`src/rtl/cmp_result_monitor.sv`:
```
// Qualifies comparator less/equal/greater flags into a debounced, hysteretic result,
// with saturating per-result tallies and a sticky non-one-hot error.
module cmp_result_monitor #(
    parameter int unsigned STABLE_CNT = 4,
    parameter int unsigned CNT_W      = 8
) (
    input  logic             clk,
    input  logic             rst,
    input  logic             in_valid,
    input  logic             lt_in,
    input  logic             eq_in,
    input  logic             gt_in,
    input  logic             clr,
    output logic             stable_vld,
    output logic [1:0]       stable_code,
    output logic             change_pls,
    output logic [CNT_W-1:0] lt_cnt,
    output logic [CNT_W-1:0] eq_cnt,
    output logic [CNT_W-1:0] gt_cnt,
    output logic             err_flag,
    output logic [CNT_W-1:0] err_cnt
);

    typedef enum logic [1:0] {
        IDLE   = 2'd0,
        CAND   = 2'd1,
        LOCKED = 2'd2
    } state_t;

    localparam logic [3:0] STABLE_RUN = 4'(STABLE_CNT);
    localparam logic [1:0] CODE_LT    = 2'b01;
    localparam logic [1:0] CODE_EQ    = 2'b10;
    localparam logic [1:0] CODE_GT    = 2'b11;

    state_t     state, state_nxt;
    logic [1:0] cand, cand_nxt;
    logic [3:0] run, run_nxt, run_inc;
    logic [1:0] ones;
    logic [1:0] code;
    logic       good, bad;
    logic       lock_evt;

    assign ones    = {1'b0, lt_in} + {1'b0, eq_in} + {1'b0, gt_in};
    assign good    = in_valid && (ones == 2'd1);
    assign bad     = in_valid && (ones != 2'd1);
    assign code    = lt_in ? CODE_LT : (eq_in ? CODE_EQ : CODE_GT);
    assign run_inc = run + 4'd1;

    function automatic logic [CNT_W-1:0] sat_inc(input logic [CNT_W-1:0] v);
        return (v == '1) ? v : v + CNT_W'(1);
    endfunction

    always_ff @(posedge clk) begin
        if (rst) begin
            state <= IDLE;
            cand  <= '0;
            run   <= '0;
        end else begin
            state <= state_nxt;
            cand  <= cand_nxt;
            run   <= run_nxt;
        end
    end

    always_comb begin
        state_nxt = state;
        cand_nxt  = cand;
        run_nxt   = run;
        lock_evt  = 1'b0;
        if (good) begin
            unique case (state)
                IDLE: begin
                    state_nxt = CAND;
                    cand_nxt  = code;
                    run_nxt   = 4'd1;
                end
                CAND: begin
                    if (code == cand) begin
                        run_nxt = run_inc;
                        if (run_inc == STABLE_RUN) begin
                            state_nxt = LOCKED;
                            lock_evt  = 1'b1;
                        end
                    end else begin
                        cand_nxt = code;
                        run_nxt  = 4'd1;
                    end
                end
                LOCKED: begin
                    // Held result stays on the outputs until the new run itself locks.
                    if (code != stable_code) begin
                        state_nxt = CAND;
                        cand_nxt  = code;
                        run_nxt   = 4'd1;
                    end
                end
                default: state_nxt = IDLE;
            endcase
        end else if (bad && state == CAND) begin
            state_nxt = IDLE;
            cand_nxt  = '0;
            run_nxt   = '0;
        end
    end

    always_ff @(posedge clk) begin
        if (rst) begin
            stable_vld  <= 1'b0;
            stable_code <= '0;
            change_pls  <= 1'b0;
        end else begin
            change_pls <= lock_evt && (cand != stable_code);
            if (lock_evt) begin
                stable_code <= cand;
                stable_vld  <= 1'b1;
            end
        end
    end

    // clr suppresses counting of a same-cycle sample; the FSM above still sees it.
    always_ff @(posedge clk) begin
        if (rst || clr) begin
            lt_cnt   <= '0;
            eq_cnt   <= '0;
            gt_cnt   <= '0;
            err_cnt  <= '0;
            err_flag <= 1'b0;
        end else begin
            if (good && code == CODE_LT) lt_cnt <= sat_inc(lt_cnt);
            if (good && code == CODE_EQ) eq_cnt <= sat_inc(eq_cnt);
            if (good && code == CODE_GT) gt_cnt <= sat_inc(gt_cnt);
            if (bad) begin
                err_cnt  <= sat_inc(err_cnt);
                err_flag <= 1'b1;
            end
        end
    end

endmodule

```
`config.mk`:
```
export PLATFORM = sky130hd
export DESIGN_NAME = cmp_result_monitor
export DESIGN_NICKNAME = d
export VERILOG_FILES = /design/src/rtl/cmp_result_monitor.sv
export SDC_FILE = /design/constraint.sdc
export NUM_CORES = 1
export LEC_CHECK = 0
export CAP_MARGIN = 20
export CORE_MARGIN = 10
export CORE_UTILIZATION = 51
export CTS_BUF_LIST = sky130_fd_sc_hd__clkbuf_8
export DETAILED_ROUTE_END_ITERATION = 10
export PLACE_DENSITY = 0.79
export SKIP_LAST_GASP = 1
export SLEW_MARGIN = 0
export SYNTH_ARGS = -nofsm -noshare
export SYNTH_HDL_FRONTEND = slang
export SYNTH_SLANG_ARGS = --single-unit
```
`constraint.sdc`:
```
create_clock -name clk -period 3.89 [get_ports clk]
set_input_delay 0.778 -clock clk [delete_from_list [all_inputs] [get_ports clk]]
set_output_delay 0.778 -clock clk [all_outputs]
set_load 0.02 [all_outputs]
```
==> results of run 1 <==
[layout make-up]
type	count	area, um^2	share of cell area, %
multi-input cells	203	1310	46.2
flip-flops and latches	45	901	31.8
repair buffers	44	438	15.5
clock buffers	5	68.8	2.43
well taps	52	65.1	2.30
inverters	9	33.8	1.19
clock inverters	3	17.5	0.618
[sequential cells by signal (all words and copies together) (netlist names), 2 cells and up]
| register | cells |
|---|---|
| eq_cnt | 8 |
| err_cnt | 8 |
| gt_cnt | 8 |
| lt_cnt | 8 |
| run | 4 |
| cand | 2 |
| stable_code | 2 |
| state | 2 |
[routing by layer]
layer | up-vias | share of wire, % | track usage (%)
met5 | - | 0 | 0
met4 | 0 | 1.1 | 3.53
met3 | 6 | 7.7 | 6.27
met2 | 35 | 47 | 24.1
met1 | 913 | 44 | 16.4
li1 | 1012 | - | -
[cells by family (layout without fill, tap and decap cells)]
family                     after synthesis  count (layout)  share of synthesized area [%]
AOI/OAI and AO/OA                       37              37                           10.9
xor gates and xnor gates                25              25                           9.59
adders and majority gates                7               7                           4.17
buffers and inverters                   17              61                           3.18
DFF                                     45              45                           39.5
muxes                                    9               9                           3.95
and+or+nand+nor                        125             125                           28.8
[synthesized netlist by cell type, types with 3 or more instances]
cell type / instances / area [um^2]
dfxtp_1: 45 / 901
nor2_1: 34 / 128
nand2_1: 18 / 67.6
xnor2_1: 16 / 140
nand3_1: 15 / 75.1
nor3_1: 15 / 75.1
a21oi_1: 11 / 55.1
nand2b_1: 10 / 62.6
inv_1: 9 / 33.8
mux2i_1: 9 / 90.1
xor2_1: 9 / 78.8
ha_1: 6 / 75.1
o21ai_0: 6 / 30.0
clkbuf_1: 5 / 18.8
o22ai_1: 5 / 31.3
and3_1: 4 / 25.0
nand4_1: 4 / 25.0
or3_1: 4 / 25.0
a31oi_1: 3 / 18.8
and4_1: 3 / 26.3
nor2b_1: 3 / 18.8
[where the power goes]
part	leakage (nW)	switching [mW]	internal [mW]
Clock	0.0439	0.163	0.124
Sequential	0.363	0.00465	0.464
Combinational	0.570	0.0420	0.0313
[path summary, 6_finish.rpt]
check,endpoint,slack (ns)
min reg2reg,stable_vld$_SDFFE_PP0P_,0.45
max reg2reg,lt_cnt[5]$_SDFFE_PP0P_,2.22
max,gt_cnt[6]$_SDFFE_PP0P_,0.85
min,stable_vld$_SDFFE_PP0P_,0.45
[layout by cell type, fill, tap and decap left out, drive strengths merged, types with 3 or more instances in the layout]
cell and n:
a21oi 11, a31oi 3, and3 4, and4 3
clkbuf 5, clkdlybuf4s50 43, dfxtp 45, ha 6
inv 9, mux2i 9, nand2 18, nand2b 10
nand3 15, nand4 4, nor2 34, nor2b 3
nor3 15, o21ai 6, o22ai 5, or3 4
xnor2 16, xor2 9
[worst max-delay path: cells and delay by family]
| family | cells | cell delay (ns) |
|---|---|---|
| and+or+nand+nor | 4 | 0.97 |
| muxes | 1 | 0.18 |
| adders and majority gates | 1 | 0.70 |
| buffers and inverters | 1 | 0.58 |
==> flow_summary.json, run 1 <==
{
  "status": "finished, final reports clean",
  "max_slew_margin_pct": 59.6,
  "cts_htree_levels": 2,
  "mappedNetlistArea_mm2": 0.00228,
  "cts-buffers-inserted": 5,
  "p_leak_nw": 0.977,
  "cp-start-kind": "input port",
  "ys_seq_area_share_pct": 39.5,
  "rsz0062_at_grt": "false",
  "drive_gt1_share_pct": 5.83,
  "dr.pass1.iters": 4,
  "postCtsSetupBuffers": 0,
  "max_cap_violations": 0,
  "synth_edf_count": 0,
  "rows": 24,
  "crit_chain": "clkdlybuf4s50_1 -> fa_1 -> nand3b_2 -> nor3_1 -> and3_1 -> mux2i_1 -> nor2_1",
  "fp.dieH_um": 86.9,
  "pre_cts_ws_ns": 0.567,
  "fin_area_mm2": 0.00283,
  "slew_viol_final": 0,
  "cts_tree": "built",
  "setup_viol": 0,
  "area_delta_synth_final_pct": 24.1,
  "crit_slowest_cell": "fa_1",
  "r2r_cells": 6,
  "post_drt_wl_per_cell_um": 14.5,
  "drtAntennaViolNets": 0,
  "syn_nets": 279,
  "die_w_um": 86.9,
  "fin_crit_ns": 3.04,
  "hold_viol": 0,
  "crit_start": "lt_in",
  "max_freq_ghz": 0.329,
  "portBuffers": 43,
  "max_stage_delay_ns": 0.70,
  "drc_errors": 0,
  "fin_skew_ns": 0.00352,
  "cp_max_fo": 8,
  "synth-async-reset-ratio_pct": 0,
  "crit_type": "input port to flop",
  "p_per_area_mw_per_mm2": 293,
  "globalplace.congestion": 0.807,
  "cp.arrival_ns": 3.22,
  "place_area_mm2": 0.00275,
  "fin_ws_ns": 0.847,
  "hold_depth": 2,
  "overflow": 0,
  "ys.flop_type": "dfxtp_1",
  "coreArea_mm2": 0.00435,
  "hp-class": "flop to flop",
  "grt_util_all_layers_pct": 14.4,
  "synthCells": 265,
  "via_per_inst": 5.45,
  "fillCellCount": 369,
  "start_util_pct": 52.4,
  "post_cts_resized": 0,
  "antenna_found_initial": 0,
  "hold_start": "stable_vld$_SDFFE_PP0P_",
  "synth.ff_latch_count": 45,
  "clockRootBuffer": "clkbuf_8",
  "avgSynthCellArea_um2": 8.61,
  "num_vias": 1966,
  "clk_path_buf_depth": 2,
  "crit_path_end_kind": "flop",
  "drt_wl_total_mm": 5.23,
  "ys_types": 44,
  "r2r_start": "lt_cnt[0]$_SDFFE_PP0P_",
  "cts.sinks": 45,
  "design.portCount": 44,
  "dieArea_mm2": 0.00755,
  "clkSlewWorstSetupHoldPaths_ns": 0.09,
  "final_net_count": 322,
  "grt_pass1_wl_mm": 9.07,
  "tns_ns": 0,
  "final_util_pct": 65.1,
  "dpl.cell_count": 353,
  "n_antenna_cell": 0,
  "hpwl_mm": 3.84,
  "insertion_delay_ns": 0.30,
  "instances_no_fill": 361,
  "crit_required_ns": 4.06,
  "grt_start_max_net_pins": 34,
  "holdWs_ns": 0.453,
  "ir_worst_vdd_uv": 158,
  "ctsHoldBuffers": 0,
  "grt_pass1_vias": 1947,
  "drt_iter0_markers": 47,
  "p_total_mw": 0.829,
  "yosys_warnings": 0,
  "fin_crit_sh_pct": 78.2,
  "tightest_slew_ns": 0.606
}
Note: power is estimated with default switching activity, not from simulation.
==> inputs of run 2 (changes only) <==
--- a/config.mk
+++ b/config.mk
@@ -7,10 +7,10 @@
 export LEC_CHECK = 0
 export CAP_MARGIN = 20
 export CORE_MARGIN = 10
-export CORE_UTILIZATION = 51
+export CORE_UTILIZATION = 48
 export CTS_BUF_LIST = sky130_fd_sc_hd__clkbuf_8
 export DETAILED_ROUTE_END_ITERATION = 10
-export PLACE_DENSITY = 0.79
+export PLACE_DENSITY = 0.78
 export SKIP_LAST_GASP = 1
 export SLEW_MARGIN = 0
 export SYNTH_ARGS = -nofsm -noshare
==> constraint.sdc (replaced) <==
create_clock -name clk -period 2.65 [get_ports clk]
set_input_delay 0.53 -clock clk [delete_from_list [all_inputs] [get_ports clk]]
set_output_delay 0.53 -clock clk [all_outputs]
set_load 0.02 [all_outputs]
==> run 2 against run 1 <==
Net effect: sequential cell count unchanged; global-route usage is 0.16 points lower; die area increased by 4.8%; setup slack worse by 0.68 ns; non-clock buffer count increased by 13; via count is 3.4% higher; sequential share of layout area shrank 1.1 points; sequential power rose by 47%; worst hold slack improved by 0.0051 ns; final cell count grew 4.2%; critical path type unchanged; largest power group unchanged.
==> flow_summary.json, run 2 (same netlist as run 1, synthesis figures left out) <==
{
  "clkSlewWorstSetupHoldPaths_ns": 0.08,
  "grt_pass1_wl_mm": 8.94,
  "overflow": 0,
  "rsz0062_at_grt": "false",
  "die_w_um": 89.0,
  "post_cts_resized": 0,
  "rows": 25,
  "fin_crit_ns": 2.49,
  "cts_tree": "built",
  "n_antenna_cell": 0,
  "drt_iter0_markers": 66,
  "cp.arrival_ns": 2.66,
  "start_util_pct": 49.0,
  "coreArea_mm2": 0.00466,
  "status": "finished, final reports clean",
  "grt_util_all_layers_pct": 14.2,
  "fin_ws_ns": 0.162,
  "r2r_start": "lt_cnt[0]$_SDFFE_PP0P_",
  "layout_commonest_cell": "dfxtp_1",
  "cts_htree_levels": 2,
  "max_freq_ghz": 0.402,
  "drt_wl_total_mm": 5.19,
  "crit_required_ns": 2.82,
  "crit_path_end_kind": "flop",
  "hp-class": "flop to flop",
  "num_vias": 2033,
  "fin_skew_ns": 0.00823,
  "cp-start-kind": "input port",
  "dieArea_mm2": 0.00791,
  "final_util_pct": 62.9,
  "via_per_inst": 5.41,
  "hpwl_mm": 3.90,
  "area_delta_synth_final_pct": 28.5,
  "dr.pass1.iters": 4,
  "grt_pass1_vias": 1937,
  "clk_path_buf_depth": 2,
  "insertion_delay_ns": 0.31,
  "setup_viol": 0,
  "layout.cells.most_common_list": "45 x dfxtp_1, 43 x clkdlybuf4s50_1, 34 x nor2_1",
  "postCtsSetupBuffers": 0,
  "drc_errors": 0,
  "final_net_count": 335,
  "cts.sinks": 45,
  "crit_start": "lt_in",
  "post_drt_wl_per_cell_um": 13.8,
  "ctsHoldBuffers": 0,
  "ir_worst_vdd_uv": 229,
  "hold_start": "stable_vld$_SDFFE_PP0P_",
  "fin_area_mm2": 0.00293,
  "p_per_area_mw_per_mm2": 421,
  "drive_gt1_share_pct": 9.63,
  "clockRootBuffer": "clkbuf_8",
  "cts-buffers-inserted": 5,
  "p_total_mw": 1.24,
  "pre_cts_ws_ns": -0.143,
  "antenna_found_initial": 0,
  "place_area_mm2": 0.00285,
  "globalplace.congestion": 0.873,
  "hold_viol": 0,
  "design.portCount": 44,
  "drtAntennaViolNets": 0,
  "portBuffers": 43,
  "max_cap_violations": 0,
  "grt_start_max_net_pins": 34,
  "cp_max_fo": 5,
  "crit_type": "input port to flop",
  "p_leak_nw": 1.04,
  "slew_viol_final": 0,
  "fin_crit_sh_pct": 93.9,
  "fp.dieH_um": 89.0,
  "tightest_slew_ns": 0.621,
  "max_slew_margin_pct": 58.6
}
==> run 2: cell types whose count changed in the layout (fill, tap and decap cells not counted), sizes merged <==
cell / before / now
buf: 1 / 14
==> run 2: cell type report <==
| type | instances | area, um^2 |
|---|---|---|
| Sequential cell | 45 | 901 |
| Clock inverter | 3 | 17.5 |
| Clock buffer | 5 | 68.8 |
| Multi-Input combinational cell | 203 | 1310 |
| Inverter | 9 | 33.8 |
| Timing Repair Buffer | 57 | 536 |
| Tap cell | 54 | 67.6 |
| Fill cell | 425 | 1730 |
==> run 2: routing by layer <==
| layer | share of wire (%) | GRT usage (%) | up-vias |
|---|---|---|---|
| li1 | - | - | 1035 |
| met1 | 44 | 16.1 | 965 |
| met2 | 48 | 23.3 | 25 |
| met3 | 5.7 | 4.92 | 8 |
| met4 | 1.8 | 7.23 | 0 |
| met5 | 0 | 0 | - |
==> run 2: through the flow <==
stage	TNS (ns)	hold WS, ns	std cells
global route	0	0.480	376
finish	0	0.458	376
detailed placement	-0.931	0.453	368
CTS	0	0.465	376
floorplan	0	0.487	265
global placement	-0.382	0.433	368
==> run 2: power breakdown <==
part           switching (mW)  internal (mW)  leakage (nW)  total, mW
Combinational          0.0655         0.0609         0.632      0.126
Clock                   0.239          0.182        0.0439      0.421
Sequential            0.00653          0.681         0.363      0.688
==> run 2: final timing paths <==
path                                   to  slack [ns]  cells after the start
hold / removal    stable_vld$_SDFFE_PP0P_        0.46                      2
setup reg to reg   lt_cnt[4]$_SDFFE_PP0P_        0.97                      6
hold reg to reg   stable_vld$_SDFFE_PP0P_        0.46                      2
setup / recovery   lt_cnt[4]$_SDFFE_PP0P_        0.16                      7
==> run 2: critical path, cell delays in order <==
cell and delay (ns):
clkdlybuf4s50_1 0.46, fa_1 0.64, nand3b_2 0.11, or3_1 0.41
or2_2 0.31, mux2i_1 0.15, nor2_1 0.05
